`config.mk`:
```
export PLATFORM = sky130hd
export DESIGN_NAME = riscv_store_buffer_flat
export DESIGN_NICKNAME = d
export VERILOG_FILES = /design/src/rtl/riscv_store_buffer_pkg.sv /design/src/rtl/riscv_store_buffer_if.sv /design/src/rtl/riscv_store_buffer_sb_fifo.sv /design/src/rtl/riscv_store_buffer.sv /design/src/flat_wrapper.sv
export SDC_FILE = /design/constraint.sdc
export NUM_CORES = 1
export LEC_CHECK = 0
export ABC_CLOCK_PERIOD_IN_PS = 7600
export CORE_MARGIN = 4
export CORE_UTILIZATION = 30
export DETAILED_ROUTE_END_ITERATION = 16
export PLACE_DENSITY_LB_ADDON = 0.1
export SLEW_MARGIN = 20
export SYNTH_ARGS = -nofsm -noshare
export SYNTH_HDL_FRONTEND = slang
export SYNTH_SLANG_ARGS = --single-unit
export TNS_END_PERCENT = 100
```
`constraint.sdc`:
```
create_clock -name clk -period 7.6 [get_ports clk]
set_clock_uncertainty 0.15 [all_clocks]
set_input_delay 1.9 -clock clk [delete_from_list [all_inputs] [get_ports clk]]
set_output_delay 1.9 -clock clk [all_outputs]
set_load 0.02 [all_outputs]
```
`src/rtl/riscv_store_buffer_pkg.sv`:
```
// Shared types and helpers for the RISC-V store buffer.
package riscv_store_buffer_pkg;

    typedef struct packed {
        logic [29:0] waddr;
        logic [31:0] data;
        logic [3:0]  be;
    } sb_entry_t;

    // Word-aligned byte address; the low two address bits never select an entry.
    function automatic logic [31:0] sb_word_addr(input logic [31:0] a);
        return a & 32'hFFFF_FFFC;
    endfunction

endpackage

```
`src/rtl/riscv_store_buffer_if.sv`:
```
// Core-side and memory-side signals of the store buffer, bundled as one bus.
interface riscv_store_buffer_if;
    logic        cpu_we;
    logic [31:0] cpu_addr;
    logic [31:0] cpu_wdata;
    logic [3:0]  cpu_be;
    logic [31:0] cpu_rdata;
    logic        cpu_stall;
    logic [31:0] mem_raddr;
    logic [31:0] mem_rdata;
    logic        mem_we;
    logic [31:0] mem_waddr;
    logic [31:0] mem_wdata;
    logic [3:0]  mem_be;
    logic        mem_ready;
    logic        sb_empty;

    modport slave (
        input  cpu_we, cpu_addr, cpu_wdata, cpu_be, mem_rdata, mem_ready,
        output cpu_rdata, cpu_stall, mem_raddr, mem_we, mem_waddr, mem_wdata,
               mem_be, sb_empty
    );

    modport master (
        output cpu_we, cpu_addr, cpu_wdata, cpu_be, mem_rdata, mem_ready,
        input  cpu_rdata, cpu_stall, mem_raddr, mem_we, mem_waddr, mem_wdata,
               mem_be, sb_empty
    );
endinterface

```
`src/rtl/riscv_store_buffer_sb_fifo.sv`:
```
// Circular buffer of store entries; exposes every slot and the head index for load merging.
module sb_fifo
    import riscv_store_buffer_pkg::*;
#(
    parameter int DEPTH = 4,
    localparam int PW = $clog2(DEPTH)
) (
    input  logic                    clk,
    input  logic                    rst,
    input  logic                    push,
    input  logic                    pop,
    input  sb_entry_t               din,
    output sb_entry_t [DEPTH-1:0]   entries,
    output logic [DEPTH-1:0]        valid,
    output logic [PW-1:0]           head,
    output logic [PW:0]             count,
    output logic                    full,
    output logic                    empty
);
    logic [PW-1:0] tail;

    assign full  = (count == (PW+1)'(DEPTH));
    assign empty = (count == '0);

    always_ff @(posedge clk) begin
        if (rst) begin
            head  <= '0;
            tail  <= '0;
            count <= '0;
            valid <= '0;
        end else begin
            if (push) begin
                valid[tail] <= 1'b1;
                tail        <= tail + PW'(1);
            end
            // Push and pop never share a slot: pop needs count>0, push needs count<DEPTH.
            if (pop) begin
                valid[head] <= 1'b0;
                head        <= head + PW'(1);
            end
            case ({push, pop})
                2'b10:   count <= count + (PW+1)'(1);
                2'b01:   count <= count - (PW+1)'(1);
                default: count <= count;
            endcase
        end
    end

    // Payload needs no reset; slot validity is tracked separately.
    always_ff @(posedge clk) begin
        if (push) entries[tail] <= din;
    end
endmodule

```
`src/rtl/riscv_store_buffer.sv`:
```
// Store buffer: queues core stores, drains them in order, and merges queued bytes into loads.
module riscv_store_buffer
    import riscv_store_buffer_pkg::*;
#(
    parameter int DEPTH = 4
) (
    input  logic                  clk,
    input  logic                  rst,
    riscv_store_buffer_if.slave   bus
);
    localparam int PW = $clog2(DEPTH);

    sb_entry_t [DEPTH-1:0] entries;
    logic [DEPTH-1:0]      valid;
    logic [PW-1:0]         head;
    logic [PW:0]           count;
    logic                  full;
    logic                  empty;
    logic                  push;
    logic                  pop;
    logic [31:0]           cpu_word;
    sb_entry_t             din;
    sb_entry_t             head_entry;
    logic [PW-1:0]         idx;
    logic [31:0]           merged;

    assign cpu_word = sb_word_addr(bus.cpu_addr);

    // Stall looks only at occupancy so mem_ready has no path to cpu_stall.
    assign bus.cpu_stall = bus.cpu_we && full;
    assign push          = bus.cpu_we && !full;
    assign pop           = bus.mem_we && bus.mem_ready;

    assign din.waddr = cpu_word[31:2];
    assign din.data  = bus.cpu_wdata;
    assign din.be    = bus.cpu_be;

    sb_fifo #(.DEPTH(DEPTH)) u_fifo (
        .clk     (clk),
        .rst     (rst),
        .push    (push),
        .pop     (pop),
        .din     (din),
        .entries (entries),
        .valid   (valid),
        .head    (head),
        .count   (count),
        .full    (full),
        .empty   (empty)
    );

    assign head_entry    = entries[head];
    // No write is presented while reset is held, even with entries still queued.
    assign bus.mem_we    = !empty && !rst;
    assign bus.mem_waddr = {head_entry.waddr, 2'b00};
    assign bus.mem_wdata = head_entry.data;
    assign bus.mem_be    = head_entry.be;
    assign bus.mem_raddr = cpu_word;
    assign bus.sb_empty  = empty;

    // Walk from oldest (head) to youngest so younger matching bytes overwrite older ones.
    always_comb begin
        merged = bus.mem_rdata;
        idx    = '0;
        for (int k = 0; k < DEPTH; k++) begin
            idx = head + PW'(k);
            if (valid[idx] && ({entries[idx].waddr, 2'b00} == cpu_word)) begin
                for (int b = 0; b < 4; b++) begin
                    if (entries[idx].be[b]) merged[8*b +: 8] = entries[idx].data[8*b +: 8];
                end
            end
        end
    end

    assign bus.cpu_rdata = merged;
endmodule

```
`src/flat_wrapper.sv`:
```
// flat-port wrapper written by rule: the top's interface ports become plain ports
module riscv_store_buffer_flat import riscv_store_buffer_pkg::*;
#(
    parameter int DEPTH = 4
)
  (clk, rst, bus_cpu_we, bus_cpu_addr, bus_cpu_wdata, bus_cpu_be, bus_mem_rdata, bus_mem_ready, bus_cpu_rdata, bus_cpu_stall, bus_mem_raddr, bus_mem_we, bus_mem_waddr, bus_mem_wdata, bus_mem_be, bus_sb_empty);
  riscv_store_buffer_if bus_i ();
  input  logic clk;
  input  logic rst;
  input wire logic [$bits(bus_i.cpu_we)-1:0] bus_cpu_we;
  input wire logic [$bits(bus_i.cpu_addr)-1:0] bus_cpu_addr;
  input wire logic [$bits(bus_i.cpu_wdata)-1:0] bus_cpu_wdata;
  input wire logic [$bits(bus_i.cpu_be)-1:0] bus_cpu_be;
  input wire logic [$bits(bus_i.mem_rdata)-1:0] bus_mem_rdata;
  input wire logic [$bits(bus_i.mem_ready)-1:0] bus_mem_ready;
  output wire logic [$bits(bus_i.cpu_rdata)-1:0] bus_cpu_rdata;
  output wire logic [$bits(bus_i.cpu_stall)-1:0] bus_cpu_stall;
  output wire logic [$bits(bus_i.mem_raddr)-1:0] bus_mem_raddr;
  output wire logic [$bits(bus_i.mem_we)-1:0] bus_mem_we;
  output wire logic [$bits(bus_i.mem_waddr)-1:0] bus_mem_waddr;
  output wire logic [$bits(bus_i.mem_wdata)-1:0] bus_mem_wdata;
  output wire logic [$bits(bus_i.mem_be)-1:0] bus_mem_be;
  output wire logic [$bits(bus_i.sb_empty)-1:0] bus_sb_empty;
  assign bus_i.cpu_we = bus_cpu_we;
  assign bus_i.cpu_addr = bus_cpu_addr;
  assign bus_i.cpu_wdata = bus_cpu_wdata;
  assign bus_i.cpu_be = bus_cpu_be;
  assign bus_i.mem_rdata = bus_mem_rdata;
  assign bus_i.mem_ready = bus_mem_ready;
  assign bus_cpu_rdata = bus_i.cpu_rdata;
  assign bus_cpu_stall = bus_i.cpu_stall;
  assign bus_mem_raddr = bus_i.mem_raddr;
  assign bus_mem_we = bus_i.mem_we;
  assign bus_mem_waddr = bus_i.mem_waddr;
  assign bus_mem_wdata = bus_i.mem_wdata;
  assign bus_mem_be = bus_i.mem_be;
  assign bus_sb_empty = bus_i.sb_empty;
  riscv_store_buffer #(.DEPTH(DEPTH)) u_core (.clk(clk), .rst(rst), .bus(bus_i));
endmodule
```
## After elaboration in Yosys (flattened, before gate mapping)

Cells that the tools add are included.

| word-level totals | value |
|---|---|
| register bits after elaboration | 275 |
| output and inout bits | 135 |
| input bits | 104 |
| logic and storage cells | 101 |

| cells by class | value |
|---|---|
| order comparisons | 7 |
| bitwise operators | 3 |
| equal/unequal tests | 7 |
| multiplexer cells | 47 |
| add/subtract/negate cells | 6 |
| reduce and logical (&&, ||, !) cells | 15 |

Operators with widths:

| operator | count |
|---|---|
| binary-select mux 66 bit (select 2 bit) | 4 |
| two-way mux 66 bit | 5 |
| bitwise mux 264 bit | 1 |
| demux 66 bit (select 2 bit) | 1 |
| two-way mux 32 bit | 4 |
| two-way mux 8 bit | 16 |
| == test 30 bit | 4 |
| < comparator 2 x 3 -> 1 bit (second input constant) | 5 |
| two-way mux 4 bit | 3 |
| logical AND 1 bit | 10 |
| binary-select mux 1 bit (select 2 bit) | 4 |
| two-way mux 1 bit | 6 |
| case mux 3 bit (2 select lines) | 1 |
| adder 2 x 1 -> 2 bit (second input constant) | 2 |
| adder 2 bit (second input constant) | 2 |
| bitwise AND 4 bit | 1 |
| demux 1 bit (select 2 bit) | 2 |
| greater-or-equal comparator 2 x 1 -> 1 bit (second input constant) | 2 |
| NOT 4 bit | 1 |
| OR 4 bit | 1 |
| adder 3 x 1 -> 3 bit (second input constant) | 1 |
| == test 3 bit (second input constant) | 1 |
| logical NOT 1 bit | 3 |
| logical NOT 3 bit | 1 |
| 4 further kinds | 4 |

## Depth between registers and ports, before layout

Gate-level depths: netlist of the first run.

| logic depth | value |
|---|---|
| depth after elaboration | 11 |
| gate-level depth with buffers | 23 |

## Hierarchy

A second synthesis of the first run with hierarchy kept.

| unflattened totals | value |
|---|---|
| cells, all modules | 1552 |
| area total of the unflattened synthesis | 18650.4 um^2 |

Modules (own cells, without submodules):

| module | area an instance (um^2) | times used | sequential area each (um^2) | cells each |
|---|---|---|---|---|
| riscv_store_buffer | 10142.2 | 1 | 0.0 | 1226 |
| sb_fifo | 8508.2 | 1 | 8147.8 | 326 |

## Least setup slack after synthesis of the first run

Ideal clock, no wire load.

| timing path | value |
|---|---|
| path type | register -> output |
| start | register u_core.u_fifo.head[1] |
| end | output bus_cpu_rdata[25] |
| buffers on the path | 12 |
| setup slack | -0.062 ns |
| arrival time | 5.612 ns |
| stages on the path, launching flop included | 23 |
| path through | dfxtp_1 clkbuf_1 clkinv_1 clkbuf_1 clkbuf_1 buf_1 clkbuf_1 buf_1 ha_1 buf_2 inv_1 clkbuf_1 buf_2 buf_2 buf_2 nor3_1 a31oi_1 nor4_1 and3_2 buf_6 a221o_1 a21o_1 o21ai_0 |

| on the way | value |
|---|---|
| cells in the longest elaborated chain, start to end | 11 |

RTL lines:

| item | RTL line | RTL |
|---|---|---|
| start, declared | riscv_store_buffer_sb_fifo.sv:15 | `output logic [PW-1:0] head,` |
| start signal, assigned | riscv_store_buffer_sb_fifo.sv:39 | `head <= head + PW'(1);` |
| branches (longest 10 deep; another with adder 2 x 1 -> 2 bit) | - |  |
| two-way mux 32 bit * | riscv_store_buffer.sv:67 | `if (valid[idx] && ({entries[idx].waddr, 2'b00} == cpu_word)) begin` |
| end, declared | flat_wrapper.sv:16 | `output wire logic [$bits(bus_i.cpu_rdata)-1:0] bus_cpu_rdata;` |

Every way passes the cells marked *. The select of a mux whose other input is x is not followed.

## Worst setup path after layout of the first run

| timing path | value |
|---|---|
| start | input bus_cpu_addr[15] |
| end | output bus_cpu_rdata[23] |

| on the way | value |
|---|---|
| cells in the longest elaborated chain, start to end | 9 |

RTL lines:

| item | RTL line | RTL |
|---|---|---|
| start, declared | flat_wrapper.sv:11 | `input wire logic [$bits(bus_i.cpu_addr)-1:0] bus_cpu_addr;` |
| == test 30 bit | riscv_store_buffer.sv:67 |  |
| logical AND 1 bit | riscv_store_buffer.sv:67 |  |
| two-way mux 32 bit | riscv_store_buffer.sv:67 |  |
| two-way mux 8 bit | riscv_store_buffer.sv:69 | `if (entries[idx].be[b]) merged[8*b +: 8] = entries[idx].data[8*b +: 8];` |
| two-way mux 32 bit | riscv_store_buffer.sv:67 |  |
| two-way mux 8 bit | riscv_store_buffer.sv:69 |  |
| two-way mux 32 bit | riscv_store_buffer.sv:67 |  |
| two-way mux 8 bit | riscv_store_buffer.sv:69 |  |
| two-way mux 32 bit * | riscv_store_buffer.sv:67 |  |

Mark *: on every way between the ends. The rest lies on a longest branch, timed or not.

==> results of run 1 <==
## power by group through the flow
stage	sequential (W)	combinational [W]	clock, W
final	0.00183	0.00187	0.00181
after floorplan	0.00185	0.00116	0
after CTS	0.00183	0.00189	0.00185
after global placement	0.00185	0.00189	0
after global routing	0.00184	0.00201	0.00191
after detailed placement	0.00186	0.00190	0
## cell usage after synthesis (all sizes together), types with 24 or more instances
| cell | instances |
|---|---|
| a21oi | 99 |
| a31oi | 24 |
| buf | 88 |
| clkbuf | 62 |
| edfxtp | 264 |
| inv | 25 |
| mux2 | 81 |
| mux2i | 220 |
| mux4 | 39 |
| nand2 | 70 |
| nor2 | 137 |
| o211ai | 34 |
| o21ai | 58 |
| o221ai | 27 |
| xnor2 | 73 |
## metal layers
layer,share of wire (%),vias to the layer above,GRT usage (%)
li1,-,6656,-
met1,43,7113,25.73
met2,49,405,33.86
met3,5.5,83,3.314
met4,2.6,4,5.925
met5,0.041,-,0
## through the flow
step	hold slack [ns]	setup TNS (ns)	total power, W	util, %	cell area [um^2]
floorplan	0.3304	-0.1246	0.003012	-	18220
global placement	0.3524	-2.738	0.003748	36.72	22120
detailed placement	0.3672	-2.791	0.003756	36.72	22120
CTS	0.3750	0	0.005576	38.76	23350
global route	0.3997	0	0.005761	38.91	23440
finish	0.3681	0	0.005506	38.91	23440
## how the worst max path moves through the flow
stage,startpoint,end,cells after the start
3_3_place_gp,bus_cpu_addr[15],bus_cpu_rdata[19],15
4_1_cts,bus_cpu_addr[15],bus_cpu_rdata[22],17
6_report,bus_cpu_addr[15],bus_cpu_rdata[23],16
2_1_floorplan,u_core.u_fifo.head[1],bus_cpu_rdata[25],22
3_5_place_dp,bus_cpu_addr[15],bus_cpu_rdata[23],15
5_1_grt,bus_cpu_addr[15],bus_cpu_rdata[15],16
## cells by family after synthesis
family,share of synthesized area (%)
flip-flops,44.75
multiplexers,21.93
adder cells (fa/ha/maj),0.7284
other,0.02060
buffers and inverters,5.498
AO/OA/AOI/OAI,13.96
XOR/XNOR,4.522
AND/OR/NAND/NOR,8.590
## final cells by class
cell class              count  area (um^2)  area share, %
repair buffers            397         3841          16.39
well taps                 782        978.4          4.174
flip-flops and latches    275         8155          34.79
diodes                      2        5.005        0.02135
inverters                  26        98.84         0.4217
clock inverters            24        299.0          1.276
clock buffers              41        940.9          4.014
multi-input cells        1129         9121          38.91
## flip-flops by register name (all words and copies together) (netlist names)
register / count
u_core.u_fifo.count: 3
u_core.u_fifo.entries: 264
u_core.u_fifo.head: 2
u_core.u_fifo.tail: 2
u_core.u_fifo.valid: 4
## worst max-delay path: cells and delay by family
family          cells  cell delay, ns
compound gates      5            0.68
xor+xnor            1            0.11
buf+inv             7            1.70
simple gates        3            1.00
## what timing repair did
action / CTS / global route
setup buffers: 0 / 2
hold endpoints to repair: 0 / 0
resized for setup: 25 / 20
pin swaps: 1 / 5
endpoints found under the setup margin: 31 / 13
==> results.yml, run 1 <==
routing:
  vias: 14260
  wl_per_cell_um: 24.62
  vias_per_cell: 5.329
  drt-pass1-iter-count: 7
  drc: 0
  drt_wl_total_mm: 65.88
  antenna_left: 0
  detail_route.iter0.violations: 991
synth:
  netlist_area_mm2: 0.01821
  synthTopCellsByArea: "edfxtp_1 44%, mux2i_1 12%, mux2_2 5.0%, mux4_2 4.8%, xnor2_1 3.5%"
  ys_seq_area_share_pct: 44.75
  yosys.area.top_type: "edfxtp_1"
  synth_top_area_share_pct: 43.54
  ys_async_sr_fraction_pct: 0
  syn_inst: 1577
  ys_warn_count: 0
  post_synth.cell_area_avg_um2: 11.55
  synth-edff-count: 264
  ys.flop_type: "edfxtp_1"
  synth-seq-cells: 275
  synth.distinct_cells: 83
min_path:
  min_to: "u_core.u_fifo.valid[0]"
  min_path_type: "reg -> reg"
  hold_depth: 2
  worstHoldStart: "u_core.u_fifo.valid[0]"
final_layout:
  final_nets: 1979
  final_common_cell: "edfxtp_1"
  layout-drive-gt1-share_pct: 20.14
  syn_to_final_growth_pct: 28.74
  mostFrequentLayoutCells: "264 x edfxtp_1, 220 x mux2i_1, 197 x clkdlybuf4s50_1"
  fin_cells: 2676
  num-fill-cells: 5836
power_and_ir_drop:
  intPower_w: 0.003683
  swShare_pct: 33.11
  power_density_mw_per_mm2: 234.9
  vdd_ir_drop_max_uv: 140.4
  pwr-share-clk_pct: 32.8
  p_switching_w: 0.001823
  seq_power_share_pct: 33.2
  leakage_nw: 8.203
  p_comb_share_pct: 34.0
setup_path:
  cp.arrival_ns: 5.41
  cpPeakStageDelay_ns: 0.53
  rr_worst_depth: 6
  path_max_fanout: 6
  slowest_stage: "clkdlybuf4s50_1"
  r2r_end: "u_core.u_fifo.valid[3]"
  r2r_start: "u_core.u_fifo.head[0]"
  path_class: "in -> out"
  startpoint_type: "primary input"
  cp_common_cell: "buf_4"
  end_kind: "output pin"
  ff2ff_setup_slack_ns: 4.72
  worstPathRequired_ns: 5.55
  crit_chain: "clkdlybuf4s50_1 > buf_12 > xnor2_1 > a32oi_1 > buf_4 > nor4b_1 > buf_4 > a21oi_1 > nor4_1 > and3_4 > buf_12 > o221ai_4 > buf_4 > a211o_1 > o211ai_1 > dlygate4sd2_1"
clock_network:
  clock_latency_ns: 0.54
  clockRootBuffer: "clkbuf_16"
  hold_buffers: 0
  cts_tree: "yes"
  clk_path_buf_depth: 3
  cts.sinks: 275
  numCtsBuffers: 36
  clk_pin_slew_ns: 0.06
  htree_num_levels: 2
die:
  dieHeight_um: 254.4
  core_area_mm2: 0.06025
  row_count: 90
  dieArea_mm2: 0.06470
  initial_core_util_pct: 30.22
  die-width_um: 254.4
  num_io_pins: 239
flow_run:
  maxCapViolCount: 0
place:
  dpl.hpwl_mm: 47.61
  pre_cts_slack_ns: -0.2310
  place_inst: 2607
  port_buffers: 232
  finalWeightedCongestion: 0.9039
sta:
  fin_crit_sh_pct: 98.21
  setup_viol_count_final: 0
  worst_slew_pin_slew_ns: 1.035
  rsz0062_at_grt: "false"
  drv_slew: 0
  slew_headroom_pct: 30.99
  fin_crit_ns: 7.464
  report.final.hold_viol_count: 0
  fin_ws_ns: 0.1362
  max_clock_freq_ghz: 0.1340
global_route:
  grt_pass1_wl_mm: 94.97
  overflow: 0
  grt_pass1_vias: 14220
  antenna_found_initial: 4
  grt_max_degree: 183
  grt_usage_pct: 19.74
outcome:
  outcome: "completed"
(Power assumes the default switching activity.)
==> inputs of run 2 (changes only) <==
- CTS_CLUSTER_DIAMETER: default -> 100
- DONT_BUFFER_PORTS: default -> 1
==> results.yml, run 2 (synthesis results as in run 1) <==
outcome:
  outcome: "completed"
setup_path:
  cpPeakStageDelay_ns: 0.54
  r2r_end: "u_core.u_fifo.valid[2]"
  slowest_stage: "ha_4"
  startpoint_type: "register"
  worstPathRequired_ns: 5.55
  crit_start: "u_core.u_fifo.head[0]"
  path_max_fanout: 26
  ff2ff_setup_slack_ns: 4.67
  cp.arrival_ns: 5.27
  rr_worst_depth: 6
  path_class: "reg -> out"
  cp_common_cell: "buf_4"
  r2r_start: "u_core.u_fifo.count[0]"
  worstSetupEndpoint: "bus_cpu_rdata[16]"
  crit_chain: "inv_1 > ha_4 > buf_4 > mux4_2 > xnor2_1 > nand2_1 > a2111o_1 > nor4_1 > and3_2 > a221o_1 > a21o_1 > o211ai_1 > buf_4"
  end_kind: "output pin"
routing:
  detail_route.iter0.violations: 936
  wl_per_cell_um: 26.74
  drt_wl_total_mm: 62.98
  vias_per_cell: 5.584
  drt-pass1-iter-count: 5
  vias: 13150
  antenna_left: 0
  drc: 0
sta:
  max_clock_freq_ghz: 0.1367
  slew_headroom_pct: 33.33
  whs_ns: 0.3743
  rsz0062_at_grt: "false"
  report.final.hold_viol_count: 0
  fin_crit_ns: 7.317
  worst_slew_pin_slew_ns: 1.000
  fin_crit_sh_pct: 96.28
  setup_viol_count_final: 0
  drv_slew: 0
clock_network:
  cts_tree: "yes"
  cts.sinks: 275
  clk_path_buf_depth: 3
  htree_num_levels: 2
  clockRootBuffer: "clkbuf_16"
  clk_pin_slew_ns: 0.05
  numCtsBuffers: 38
  hold_buffers: 0
  clock_latency_ns: 0.55
final_layout:
  fin_cells: 2355
  num-fill-cells: 5945
  largest_reg_flops: 264
  final_common_cell: "edfxtp_1"
  final_area_mm2: 0.02016
  syn_to_final_growth_pct: 10.72
  regArea_mm2: 0.008155
  layout-drive-gt1-share_pct: 18.26
  reg.largest.list: "u_core.u_fifo.entries (264), u_core.u_fifo.valid (4), u_core.u_fifo.count (3)"
  multi_input_area_mm2: 0.009100
  final_nets: 1656
  mostFrequentLayoutCells: "264 x edfxtp_1, 220 x mux2i_1, 137 x nor2_1"
  largest_register: "u_core.u_fifo.entries"
place:
  placed_area_mm2: 0.01887
  port_buffers: 0
  finalWeightedCongestion: 0.9212
  dpl.hpwl_mm: 43.88
  place_inst: 2283
global_route:
  grt_max_degree: 183
  grt_pass1_vias: 12730
  antenna_found_initial: 1
  overflow: 0
  grt_pass1_wl_mm: 89.52
  grt_usage_pct: 18.82
power_and_ir_drop:
  power_density_mw_per_mm2: 255.6
  leakage_nw: 6.603
  power_w: 0.005153
  vdd_ir_drop_max_uv: 172.8
flow_run:
  maxCapViolCount: 0
die:
  num_io_pins: 239
  die-width_um: 254.4
  core_area_mm2: 0.06025
  initial_core_util_pct: 30.22
  row_count: 90
  dieHeight_um: 254.4
  dieArea_mm2: 0.06470
min_path:
  min_path_type: "reg -> reg"
## run 2: layer usage
metal	wire (um)	track usage (%)
met1	26280	24.36
met2	30080	30.98
met3	4768	4.773
met4	1848	6.223
met5	0	0
## run 2: layout make-up
| type | instances | area share, % |
|---|---|---|
| inverter | 26 | 0.4903 |
| clock buffer | 48 | 4.953 |
| tap | 782 | 4.854 |
| timing repair buffer | 72 | 2.830 |
| antenna | 1 | 0.01241 |
| multi-input combinational | 1129 | 45.14 |
| clock inverter | 22 | 1.266 |
| sequential | 275 | 40.45 |
## run 2: how the worst min path moves through the flow
stage                                       from                     end  cells past startpoint
after floorplan           u_core.u_fifo.count[2]  u_core.u_fifo.count[2]                      2
after global placement    u_core.u_fifo.valid[0]  u_core.u_fifo.valid[0]                      2
after detailed placement  u_core.u_fifo.valid[0]  u_core.u_fifo.valid[0]                      2
after CTS                 u_core.u_fifo.valid[0]  u_core.u_fifo.valid[0]                      2
after global routing      u_core.u_fifo.valid[0]  u_core.u_fifo.valid[0]                      2
final                     u_core.u_fifo.valid[0]  u_core.u_fifo.valid[0]                      2
## run 2: per-stage QoR
| step | util, % | setup TNS, ns | setup slack, ns |
|---|---|---|---|
| floorplan | - | -0.1246 | -0.06232 |
| global route | 33.46 | 0 | 0.1285 |
| finish | 33.46 | 0 | 0.2826 |
| global placement | 31.32 | 0 | 0.4562 |
| detailed placement | 31.32 | 0 | 0.4338 |
| CTS | 33.41 | 0 | 0.1655 |
## run 2: worst max-delay path: cells and delay by family, from the launching register on
| family | cells | cell delay [ns] |
|---|---|---|
| muxes | 1 | 0.51 |
| DFF | 1 | 0.52 |
| buffers and inverters | 3 | 0.66 |
| xor gates and xnor gates | 1 | 0.16 |
| adders and majority gates | 1 | 0.54 |
| AOI/OAI and AO/OA | 4 | 1.36 |
| and+or+nand+nor | 3 | 0.95 |
## run 2: timing repair
item | 4_1_cts | 5_1_grt
gates resized for setup | 1 | 0
buffers inserted | 0 | 1
endpoints found under the hold margin | 0 | 0
setup endpoints to repair | 1 | 2
pin swaps | 0 | 1
## run 2: where the power goes
group,total [W],switching [W],internal [W]
logic,0.00152,0.000989,0.000530
registers,0.00183,0.0000549,0.00178
clock network,0.00180,0.000695,0.00110
total,0.00515,0.00174,0.00341
==> inputs of run 3 (changes only) <==
- CORE_MARGIN: 4 -> 1.5
==> results.yml, run 3 (synthesis results as in run 1) <==
final_layout:
  largest_register: "u_core.u_fifo.entries"
  antenna_cells: 0
  mostFrequentLayoutCells: "264 x edfxtp_1, 220 x mux2i_1, 137 x nor2_1"
  reg.largest.list: "u_core.u_fifo.entries (264), u_core.u_fifo.valid (4), u_core.u_fifo.count (3)"
  largest_reg_flops: 264
  final_nets: 1644
  layout-drive-gt1-share_pct: 17.12
  syn_to_final_growth_pct: 9.483
  final_common_cell: "edfxtp_1"
power_and_ir_drop:
  intPower_w: 0.003278
  leakage_nw: 6.486
  vdd_ir_drop_max_uv: 155.8
  seq_power_share_pct: 36.9
  p_comb_share_pct: 30.0
  swShare_pct: 34.26
  pwr-share-clk_pct: 33.1
  power_density_mw_per_mm2: 250.1
  p_switching_w: 0.001708
global_route:
  met2_usage_pct: 32.84
  antenna_found_initial: 2
  grt_pass1_wl_mm: 90.76
  grt_max_degree: 183
  grtUsageMet1_pct: 25.76
  grt_use_met3_pct: 4.326
  overflow: 0
  grt_pass1_vias: 12840
  grt.busiest_layer: "met2"
  grt_usage_pct: 19.77
routing:
  vias_per_cell: 5.667
  drc: 0
  wl_per_cell_um: 26.79
  vias: 13240
  drt_wl_total_mm: 62.58
  drt-pass1-iter-count: 6
  detail_route.iter0.violations: 875
  antenna_left: 0
die:
  dieHeight_um: 249.4
  core_area_mm2: 0.06013
  row_count: 90
  num_io_pins: 239
  initial_core_util_pct: 30.28
  dieArea_mm2: 0.06218
  die-width_um: 249.4
sta:
  drv_slew: 0
  fin_crit_sh_pct: 96.94
  max_clock_freq_ghz: 0.1357
  whs_ns: 0.3751
  rsz0062_at_grt: "false"
  setup_viol_count_final: 0
  fin_crit_ns: 7.367
  report.final.hold_viol_count: 0
  setup_tns_ns: 0
  slew_headroom_pct: 26.93
  worst_slew_pin_slew_ns: 1.096
setup_path:
  worstPathRequired_ns: 5.55
  path_class: "reg -> out"
  cp.arrival_ns: 5.32
  path_max_fanout: 86
  startpoint_type: "register"
  crit_chain: "buf_12 > mux2i_1 > o2bb2ai_1 > a221oi_1 > a21oi_1 > nor4_4 > and3_1 > buf_4 > a221o_1 > a21o_1 > o221ai_1"
  slowest_stage: "mux2i_1"
  end_kind: "output pin"
  cpPeakStageDelay_ns: 0.74
place:
  finalWeightedCongestion: 0.8884
  dpl.hpwl_mm: 43.62
  port_buffers: 0
clock_network:
  numCtsBuffers: 37
  cts.sinks: 275
  htree_num_levels: 2
  clockRootBuffer: "clkbuf_16"
  cts_tree: "yes"
  clk_pin_slew_ns: 0.06
  clock_latency_ns: 0.55
  clk_path_buf_depth: 3
  cts_setup_buffers: 0
min_path:
  min_path_type: "reg -> reg"
outcome:
  outcome: "completed"
flow_run:
  maxCapViolCount: 0
run 3: changes by cell type in the layout (fill, tap and decap cells not counted), moves of 2 or more:
cell,previous run,this run
buf_4,70,59
inv_6,2,0
clkinv_1,5,7
bufinv_16,5,2
clkinvlp_4,3,0
clkinv_2,7,5
run 3: routing by layer:
layer / part of all wire (%) / vias to the layer above
met2: 48 / 455
met4: 2.7 / 2
met3: 6.3 / 93
li1: - / 5977
met1: 43 / 6712
met5: 0.026 / -
run 3: final timing paths:
kind / slack (ns) / cells after the start / endpoint / start
max: 0.23 / 11 / bus_cpu_rdata[18] / u_core.u_fifo.head[0]
min: 0.38 / 2 / u_core.u_fifo.valid[0] / u_core.u_fifo.valid[0]
max reg2reg: 4.61 / 4 / u_core.u_fifo.entries[184] / u_core.u_fifo.count[0]
min reg2reg: 0.38 / 2 / u_core.u_fifo.valid[0] / u_core.u_fifo.valid[0]
run 3: stage by stage:
step	total power, W	cells	cell area (um^2)	utilization [%]	worst slack (ns)
after floorplan	0.003012	1580	18220	-	-0.06232
after global placement	0.003367	2273	18810	31.28	0.5564
after detailed placement	0.003369	2273	18810	31.28	0.5840
after CTS	0.005041	2336	19930	33.14	0.007261
after global routing	0.005212	2336	19930	33.15	0.02863
final	0.004986	2336	19930	33.15	0.2326
run 3: worst max-delay path: cells and delay by family, from the launching register on:
family,cells,cell delay (ns)
buf+inv,2,0.76
flops,1,0.61
compound gates,6,1.66
mux,1,0.74
simple gates,2,0.90
run 3: area by class of cell:
class	instances	area [um^2]
fillers	6034	40200
multi-input cells	1129	9096
flip-flops and latches	275	8155
clock buffers	47	984.7
well taps	782	978.4
repair buffers	61	483.0
clock inverters	16	136.4
inverters	26	100.1
run 3: repair_timing:
| item | 4_1_cts | 5_1_grt |
|---|---|---|
| hold buffers | 0 | 0 |
| resized for setup | 0 | 1 |
| endpoints found under the hold margin | 0 | 0 |
| setup endpoints to repair | 0 | 32 |
run 3: power by group through the flow:
stage,registers [W],logic (W),clock network [W]
2_1_floorplan,0.00185,0.00116,0
3_3_place_gp,0.00186,0.00150,0
3_5_place_dp,0.00187,0.00150,0
4_1_cts,0.00184,0.00151,0.00170
5_1_grt,0.00185,0.00161,0.00176
6_report,0.00184,0.00150,0.00165
